`src/rtl/i2c_pkg.sv`:
```
// i2c_pkg: state encoding and shared constants for the I2C write responder.
package i2c_pkg;
    typedef enum logic [2:0] {IDLE, ADDR, ACK_A, BYTE1, ACK_1, BYTE2, ACK_2, WAIT_STOP} state_t;
    localparam logic [6:0] DEFAULT_DEV_ADDR = 7'h1A;
    localparam int CNT_W = 4;
endpackage

```
`src/rtl/sync_edge.sv`:
```
// sync_edge: multi-flop synchronizer with rise/fall detection on the synced level.
module sync_edge #(
    parameter int STAGES = 2
) (
    input  logic clk,
    input  logic rst,
    input  logic d,
    output logic q,
    output logic rise,
    output logic fall
);
    logic [STAGES-1:0] sync_q, sync_d;
    logic prev_q, prev_d;
    always_comb begin
        sync_d = STAGES'({sync_q, d});
        prev_d = sync_q[STAGES-1];
        q      = sync_q[STAGES-1];
        rise   = q & ~prev_q;
        fall   = ~q & prev_q;
    end
    // Reset to 1 so an idle bus produces no spurious edges on release.
    always_ff @(posedge clk or posedge rst) begin
        if (rst) begin
            sync_q <= '1;
            prev_q <= 1'b1;
        end else begin
            sync_q <= sync_d;
            prev_q <= prev_d;
        end
    end
endmodule

```
`src/rtl/i2c_responder.sv`:
```
// i2c_responder: I2C target accepting 3-byte writes (device address, 7-bit register
// address plus data MSB, data low byte) and emitting a one-cycle write strobe.
module i2c_responder import i2c_pkg::*; #(
    parameter logic [6:0] DEV_ADDR    = DEFAULT_DEV_ADDR,
    parameter int         SYNC_STAGES = 2
) (
    input  logic       i_clk,
    input  logic       i_rst,
    input  logic       i_scl,
    input  logic       i_sda,
    output logic       o_sda_oe,
    output logic       o_wr_valid,
    output logic [6:0] o_wr_addr,
    output logic [8:0] o_wr_data,
    output logic       o_busy,
    output logic [7:0] o_nack_count
);
    logic scl, scl_rise, scl_fall, sda, sda_rise, sda_fall;
    state_t state_q, state_d;
    logic [CNT_W-1:0] cnt_q, cnt_d;
    logic [7:0] shift_q, shift_d, byte1_q, byte1_d, nack_q, nack_d, rx;
    logic oe_q, oe_d, valid_q, valid_d, busy_q, busy_d, byte_done;
    logic [6:0] addr_q, addr_d;
    logic [8:0] data_q, data_d;

    sync_edge #(.STAGES(SYNC_STAGES)) u_scl (
        .clk(i_clk), .rst(i_rst), .d(i_scl), .q(scl), .rise(scl_rise), .fall(scl_fall)
    );
    sync_edge #(.STAGES(SYNC_STAGES)) u_sda (
        .clk(i_clk), .rst(i_rst), .d(i_sda), .q(sda), .rise(sda_rise), .fall(sda_fall)
    );

    always_comb begin
        state_d   = state_q;
        cnt_d     = cnt_q;
        shift_d   = shift_q;
        byte1_d   = byte1_q;
        nack_d    = nack_q;
        oe_d      = oe_q;
        valid_d   = 1'b0;
        busy_d    = busy_q;
        addr_d    = addr_q;
        data_d    = data_q;
        rx        = {shift_q[6:0], sda};
        byte_done = scl_rise && cnt_q == CNT_W'(7);
        case (state_q)
            ADDR, BYTE1, BYTE2: if (scl_rise) begin
                shift_d = rx;
                cnt_d   = cnt_q + 1'b1;
                if (byte_done && state_q == ADDR) begin
                    state_d = rx == {DEV_ADDR, 1'b0} ? ACK_A : WAIT_STOP;
                    nack_d  = rx == {DEV_ADDR, 1'b0} || nack_q == 8'hFF ? nack_q : nack_q + 8'd1;
                end else if (byte_done) begin
                    state_d = state_q == BYTE1 ? ACK_1 : ACK_2;
                    byte1_d = state_q == BYTE1 ? rx : byte1_q;
                end
            end
            // First SCL fall in an ACK state drives SDA low, the second releases it and moves on.
            ACK_A, ACK_1, ACK_2: if (scl_fall) begin
                oe_d = ~oe_q;
                if (oe_q) begin
                    cnt_d   = '0;
                    state_d = state_q == ACK_A ? BYTE1 : state_q == ACK_1 ? BYTE2 : WAIT_STOP;
                    valid_d = state_q == ACK_2;
                    addr_d  = state_q == ACK_2 ? byte1_q[7:1] : addr_q;
                    data_d  = state_q == ACK_2 ? {byte1_q[0], shift_q} : data_q;
                end
            end
            default: ;
        endcase
        // START/STOP override whatever the byte engine decided this cycle.
        if ((sda_fall || sda_rise) && scl) begin
            state_d = sda_fall ? ADDR : IDLE;
            busy_d  = sda_fall;
            cnt_d   = '0;
            oe_d    = 1'b0;
            valid_d = 1'b0;
            addr_d  = addr_q;
            data_d  = data_q;
        end
    end

    always_ff @(posedge i_clk or posedge i_rst) begin
        if (i_rst) begin
            state_q <= IDLE;
            cnt_q   <= '0;
            shift_q <= '0;
            byte1_q <= '0;
            nack_q  <= '0;
            oe_q    <= 1'b0;
            valid_q <= 1'b0;
            busy_q  <= 1'b0;
            addr_q  <= '0;
            data_q  <= '0;
        end else begin
            state_q <= state_d;
            cnt_q   <= cnt_d;
            shift_q <= shift_d;
            byte1_q <= byte1_d;
            nack_q  <= nack_d;
            oe_q    <= oe_d;
            valid_q <= valid_d;
            busy_q  <= busy_d;
            addr_q  <= addr_d;
            data_q  <= data_d;
        end
    end

    assign o_sda_oe     = oe_q;
    assign o_wr_valid   = valid_q;
    assign o_wr_addr    = addr_q;
    assign o_wr_data    = data_q;
    assign o_busy       = busy_q;
    assign o_nack_count = nack_q;
endmodule
```
`config.mk`:
```
export PLATFORM = sky130hd
export DESIGN_NAME = i2c_responder
export DESIGN_NICKNAME = d
export VERILOG_FILES = /design/src/rtl/i2c_pkg.sv /design/src/rtl/sync_edge.sv /design/src/rtl/i2c_responder.sv
export SDC_FILE = /design/constraint.sdc
export NUM_CORES = 1
export LEC_CHECK = 0
export ABC_AREA = 1
export ABC_CLOCK_PERIOD_IN_PS = 1800
export CAP_MARGIN = 10
export CELL_PAD_IN_SITES_DETAIL_PLACEMENT = 1
export CELL_PAD_IN_SITES_GLOBAL_PLACEMENT = 2
export CORE_ASPECT_RATIO = 0.8
export CORE_MARGIN = 4
export CORE_UTILIZATION = 30
export DETAILED_ROUTE_END_ITERATION = 8
export PLACE_DENSITY = 0.73
export RECOVER_POWER = 25
export SLEW_MARGIN = 20
export SYNTH_ARGS = -nofsm -noshare
export SYNTH_HDL_FRONTEND = slang
export SYNTH_SLANG_ARGS = --single-unit
```
`constraint.sdc`:
```
create_clock -name i_clk -period 1.8 [get_ports i_clk]
set_clock_uncertainty 0.1 [all_clocks]
set_input_delay 0.36 -clock i_clk [delete_from_list [all_inputs] [get_ports i_clk]]
set_output_delay 0.36 -clock i_clk [all_outputs]
set_load 0.03 [all_outputs]
```
Word level (Yosys, flattened, before mapping)
Cells that the tools add are included.
{ "word_totals": {"elab_cells": 82, "register_bits": 56, "in_bits": 4, "output_inout_bits": 27} }
{ "op_classes": {"eq_ne": 13, "muxes": 24, "n_bitwise": 12, "addsub": 2, "reduce_logical": 17} }
{ "ops": {"columns": ["op", "n"], "rows": [
  ["2-to-1 mux 3 bit", 8],
  ["2-to-1 mux 4 bit", 4],
  ["AND reduction 5 bit", 3],
  ["== test 3 bit (second input constant)", 3],
  ["!= test 3 bit (second input constant)", 3],
  ["adder 8 x 1 -> 8 bit (second input constant)", 1],
  ["== test 8 x 6 -> 1 bit (second input constant)", 1],
  ["== test 8 bit (second input constant)", 1],
  ["2-to-1 mux 1 bit", 8],
  ["inverter 1 bit", 8],
  ["case mux 4 bit (2 select lines)", 1],
  ["AND reduction 4 bit", 2],
  ["== test 3 x 2 -> 1 bit (second input constant)", 2],
  ["case mux 3 bit (2 select lines)", 1],
  ["OR reduction 3 bit", 2],
  ["adder 4 x 1 -> 4 bit (second input constant)", 1],
  ["AND 1 bit", 4],
  ["== test 4 x 3 -> 1 bit (second input constant)", 1],
  ["2-to-1 mux 2 bit", 2],
  ["!= test 4 bit (second input constant)", 1],
  ["AND reduction 2 bit", 2],
  ["nonzero test 2 bit", 2],
  ["== test 3 x 1 -> 1 bit (second input constant)", 1],
  ["logical AND 1 bit", 3],
  ["2 further kinds", 3]
]} }

Depth between registers and ports, before layout
Gate-level depths: netlist of the first run.
{ "logic_depth": {"word_depth": 8, "depth_mapped": 11} }

By module
From an unflattened synthesis of the first run, not the netlist that was laid out.
{ "hier_totals": {"hier_cells": 296, "hier_area_um2": 2703.8} }
{ "by_module_without_submodules": {"columns": ["mod", "instances", "seq_area_each_um2", "cells_per_inst", "area_per_inst_um2"], "rows": [
  ["i2c_responder", 1, 1251.2, 280, 2508.7],
  ["sync_edge", 2, 78.8, 8, 97.6]
]} }

Worst setup path before layout of the first run
OpenSTA, ideal clock, no wires.
{ "synth_path": {"path_type": "reg-to-reg", "startpoint": "register u_sda.sync_q[1]", "endpoint": "register state_q[1]", "stages_incl_launch_ff": 12, "path_buffers": 0, "period_less_slack_ns": 1.857, "required_time_ns": 1.635, "path_slack_ns": -0.057, "arrival_ns": 1.692, "path_cell_list": "dfstp_2 inv_1 ha_1 inv_1 nand2_1 nand2_1 nand2_1 nand2_1 nand3_2 nor2_2 nand2_1 nand2_1"} }
{ "synth_between": {"elab_chain_cells": 6, "word_cells_on_any_way": 12, "cone_classes": "eq/ne: 4; mux: 1; bitwise: 3; reduce/logical: 4"} }
{ "synth_rtl": {"columns": ["item", "line_no", "rtl"], "rows": [
  ["start, declared", "sync_edge.sv:12", "logic [STAGES-1:0] sync_q, sync_d;"],
  ["start signal, assigned", "sync_edge.sv:27", "sync_q <= sync_d;"],
  ["inverter 1 bit", "sync_edge.sv:19", "fall = ~q & prev_q;"],
  ["AND 1 bit", "sync_edge.sv:19", null],
  ["logical OR 1 bit (*)", "i2c_responder.sv:72", "if ((sda_fall || sda_rise) && scl) begin"],
  ["logical AND 1 bit (*)", "i2c_responder.sv:72", null],
  ["!= test 4 bit (no line), or another cell as far along", null, null],
  ["AND reduction 5 bit (no line)", null, null],
  ["end signal, assigned", "i2c_responder.sv:96", "state_q <= state_d;"],
  ["end, declared", "i2c_responder.sv:19", "state_t state_q, state_d;"]
]} }
Mark *: on every way between the ends. The rest lies on a longest branch, timed or not.
A chain may end at the register's enable or synchronous reset.

Final worst setup path of the first run
{ "layout_path": {"startpoint": "register u_sda.sync_q[1]", "endpoint": "register cnt_q[0]"} }
{ "layout_between": {"elab_chain_cells": 6, "word_cells_on_any_way": 11, "cone_classes": "eq/ne: 3; mux: 1; bitwise: 3; reduce/logical: 4"} }
{ "layout_rtl": {"columns": ["item", "line_no", "rtl"], "rows": [
  ["inverter 1 bit", "sync_edge.sv:19", null],
  ["AND 1 bit", "sync_edge.sv:19", null],
  ["logical OR 1 bit (*)", "i2c_responder.sv:72", null],
  ["logical AND 1 bit (*)", "i2c_responder.sv:72", null],
  ["!= test 3 bit (no line) or nonzero test 3 bit (tied branches)", null, null],
  ["AND reduction 4 bit (no line)", null, null],
  ["end signal, assigned", "i2c_responder.sv:97", "cnt_q <= cnt_d;"],
  ["end, declared", "i2c_responder.sv:20", "logic [CNT_W-1:0] cnt_q, cnt_d;"]
]} }
Marks and branches as above.

==> results of run 1 <==
-- path summary, 6_finish.rpt --
kind,startpoint,endpoint,depth (start not counted)
max,u_sda.sync_q[1]$_DFF_PP1_,cnt_q[0]$_DFFE_PP0P_,7
min,u_sda.sync_q[0]$_DFF_PP1_,u_sda.sync_q[1]$_DFF_PP1_,0
max reg2reg,u_sda.sync_q[1]$_DFF_PP1_,cnt_q[0]$_DFFE_PP0P_,7
min reg2reg,u_sda.sync_q[0]$_DFF_PP1_,u_sda.sync_q[1]$_DFF_PP1_,0
max in group asynchronous,i_rst,o_wr_data[5]$_DFFE_PP0P_,3
min in group asynchronous,i_rst,o_nack_count[5]$_DFFE_PP0P_,2
-- state kept, by name (all words and copies together), names as in the netlist, 2 cells and up --
name          count
state_q           3
u_scl.sync_q      2
o_wr_data         9
o_wr_addr         7
cnt_q             4
byte1_q           8
u_sda.sync_q      2
shift_q           8
o_nack_count      8
-- Yosys cell counts (all sizes together) --
master  instances
nor3            4
inv            28
nand4           1
xor2            4
dfstp           6
xnor2           4
nor2           21
buf             5
nand3          11
o21ai          32
clkbuf          1
or3             1
ha              3
a31oi           1
nand2         113
dfrtp          50
a21oi           3
clkinv          1
or2             1
-- through the flow --
stage,instances,setup TNS [ns],cell area [sq um],setup WS [ns],util (%)
finish,456,0,3304,0.04431,41.02
global route,456,-0.3433,3304,-0.05831,41.02
detailed placement,444,-0.7533,3099,-0.1565,38.47
CTS,456,0,3267,0.002578,40.56
floorplan,290,0,2517,0.007838,-
global placement,444,-0.1992,3099,-0.06489,38.47
-- area by class of cell --
| cell class | instances | area, sq um | area share [%] |
|---|---|---|---|
| Multi-Input combinational cell | 200 | 1074 | 32.49 |
| Inverter | 29 | 118.9 | 3.597 |
| Clock inverter | 1 | 7.507 | 0.2272 |
| Tap cell | 108 | 135.1 | 4.089 |
| Timing Repair Buffer | 55 | 473.0 | 14.31 |
| Clock buffer | 7 | 86.33 | 2.613 |
| Sequential cell | 56 | 1410 | 42.67 |
-- where the power goes --
part / switching (uW) / leakage [uW] / internal, uW
Combinational: 897 / 0.000931 / 496
Sequential: 187 / 0.000743 / 1450
Clock: 425 / 0.0000445 / 315
-- cell families after synthesis --
family / Yosys count
AO/OA/AOI/OAI: 36
XOR/XNOR: 8
adder cells (fa/ha/maj): 3
buffers and inverters: 35
flip-flops: 56
AND/OR/NAND/NOR: 152
-- per-layer routing --
layer,share of wire [%],track usage (%),vias to the layer above
met1,54,20.04,961
met3,2.2,2.579,5
met4,0.93,3.077,0
li1,-,-,1013
met2,43,17.78,22
met5,0,0,-
-- timing repair --
| item | 4_1_cts | 5_1_grt |
|---|---|---|
| cloned | 1 | 0 |
| setup endpoints to repair | 33 | 22 |
| setup buffers | 3 | 0 |
| hold buffers | 0 | 0 |
| endpoints found under the hold margin | 0 | 0 |
| gates resized for setup | 45 | 24 |
| pin swaps | 10 | 10 |
==> flow_summary_export.csv, run 1 <==
group,metric,value,unit
setup_path,criticalPathCategory,"flip-flop to flip-flop",
place,portBuffers,30,
finish,layout.filler_cells,964,
sta,fmaxAchievable,569.6,MHz
logic_synthesis,synth_mux_area_share,0,%
detailed_routing,drt-total-wl,5901,microns
place,dp_hpwl,4235,microns
setup_path,critical_path_arrival,1.89,ns
grt,global_route_wire_length_before_repair,10250,microns
die,dieArea,9907,sq um
clocking,clkLatencyLatePin,0.31,ns
grt,grt_antenna_before_repair,0,
sta,rsz_0062_raised_after_global_routing,"true",
die,die_x,110.3,microns
detailed_routing,drt-pass1-iter-count,4,
die,top_level_ports,31,
sta,tightestPinTransition,0.7574,ns
outcome,outcome,"completed",
logic_synthesis,post_synth_and_or_nand_nor_area_fraction,24.56,%
die,coreArea,8055,sq um
setup_path,setup.reg_to_reg.worst_slack,0.04,ns
clocking,cts.sinks,56,
clocking,cts-root-buf,"sky130_fd_sc_hd__clkbuf_8",
setup_path,worstSetupEndpointType,"flip-flop",
logic_synthesis,yosys.area.top_type_share,49.83,%
logic_synthesis,yosys-top-cells-area,"sky130_fd_sc_hd__dfrtp_1 50%, sky130_fd_sc_hd__nand2_1 16%, sky130_fd_sc_hd__dfstp_2 6.3%",
finish,final_layout_size_suffix_gt1_share,23.56,%
setup_path,critical_path.startpoint_type,"flip-flop",
die,initial_standard_cell_utilization_of_the_core,31.17,%
worst_hold_path,hold_path_class,"flip-flop to flip-flop",
power_and_ir_drop,leakagePower,0.001718,uW
detailed_routing,drt-wirelength-per-cell,12.94,microns
detailed_routing,drt.antenna.violating_nets,0,
logic_synthesis,postSynthNetCount,297,
logic_synthesis,yosys.cell_types.count,26,
die,floorplan_die_height,89.83,microns
setup_path,slowest_stage,"sky130_fd_sc_hd__dfstp_2",
setup_path,crit_path_cell_trace,"inv_2 > ha_4 > inv_4 > nand2_8 > nand2_1 > or2_2 > o21ai_0",
sta,finalSetupViolations,0,
detailed_routing,routed_via_density,4.388,
logic_synthesis,ys_seq_elements,56,
clocking,cts.clk_slew.worst_paths,0.10,ns
die,core.rowCount,29,
finish,antenna-diode-count,0,
place,gp_routability_congestion,0.7505,
grt,grt_overflow,0,
logic_synthesis,syn-mean-instance-area,8.659,sq um
clocking,cts_made_buffers,5,
sta,fin_crit_sh,97.54,%
finish,design.final.nets,354,
sta,fin_hold_ws,0.2632,ns
finish,area_growth_from_synthesis_to_layout,31.59,%
grt,first_global_vias,2118,
detailed_routing,drc,0,
detailed_routing,detailedRoute.firstIterationViolations,59,
logic_synthesis,syn-cell-area,2511,sq um
setup_path,worstPathRequired,1.94,ns
logic_synthesis,ys_warn_count,0,
power_and_ir_drop,power,3772,uW
finish,layout_commonest_cell,"sky130_fd_sc_hd__nand2_1",
power_and_ir_drop,vdd.ir_drop.worst,544.9,uV
flow_run,drv.max_cap_violation_count,0,
sta,worst_slew_margin_rel,49.51,%
clocking,clk_path_buf_depth,2,
setup_path,crit_path_max_fanout,8,
grt,grt_start_max_net_pins,31,
setup_path,timing.critical_path.buf_inv,2,
setup_path,crit_path_max_incr_delay,0.55,ns
sta,hold_violations,0,
finish,most-common-layout-cells,"100 x sky130_fd_sc_hd__nand2_1, 49 x sky130_fd_sc_hd__dfrtp_1, 26 x sky130_fd_sc_hd__dlygate4sd2_1",
logic_synthesis,synth_sequential_area_ratio,56.10,%
logic_synthesis,compound_gate_portion_of_the_synthesized_area,8.421,%
clocking,clock_tree_from_tritoncts,"built",
logic_synthesis,synth_top_family_by_area,"simple AND/OR/NAND/NOR gates",
logic_synthesis,synth_fa_ha_area_share,1.495,%
power_and_ir_drop,power-per-cell-area,1141,nW/um^2
detailed_routing,vias,2001,
logic_synthesis,synthDominantAreaCellType,"sky130_fd_sc_hd__dfrtp_1",
logic_synthesis,synthesis.instances,290,
logic_synthesis,yosys.area_share.xor_xnor,2.790,%
sta,final-max-slew-violation-count,0,
sta,fin_crit,1.756,ns
clocking,ctsHtreeMaxLevel,2,
grt,grt.total_usage,12.76,%
setup_path,crit_family,"flip-flops",
(Power assumes the default switching activity.)
==> inputs of run 2 (changes only) <==
Settings changed: CTS_CLUSTER_SIZE set to 30.
==> results of run 2 <==
Final layout, timing and power as in run 1 (identical DEF).
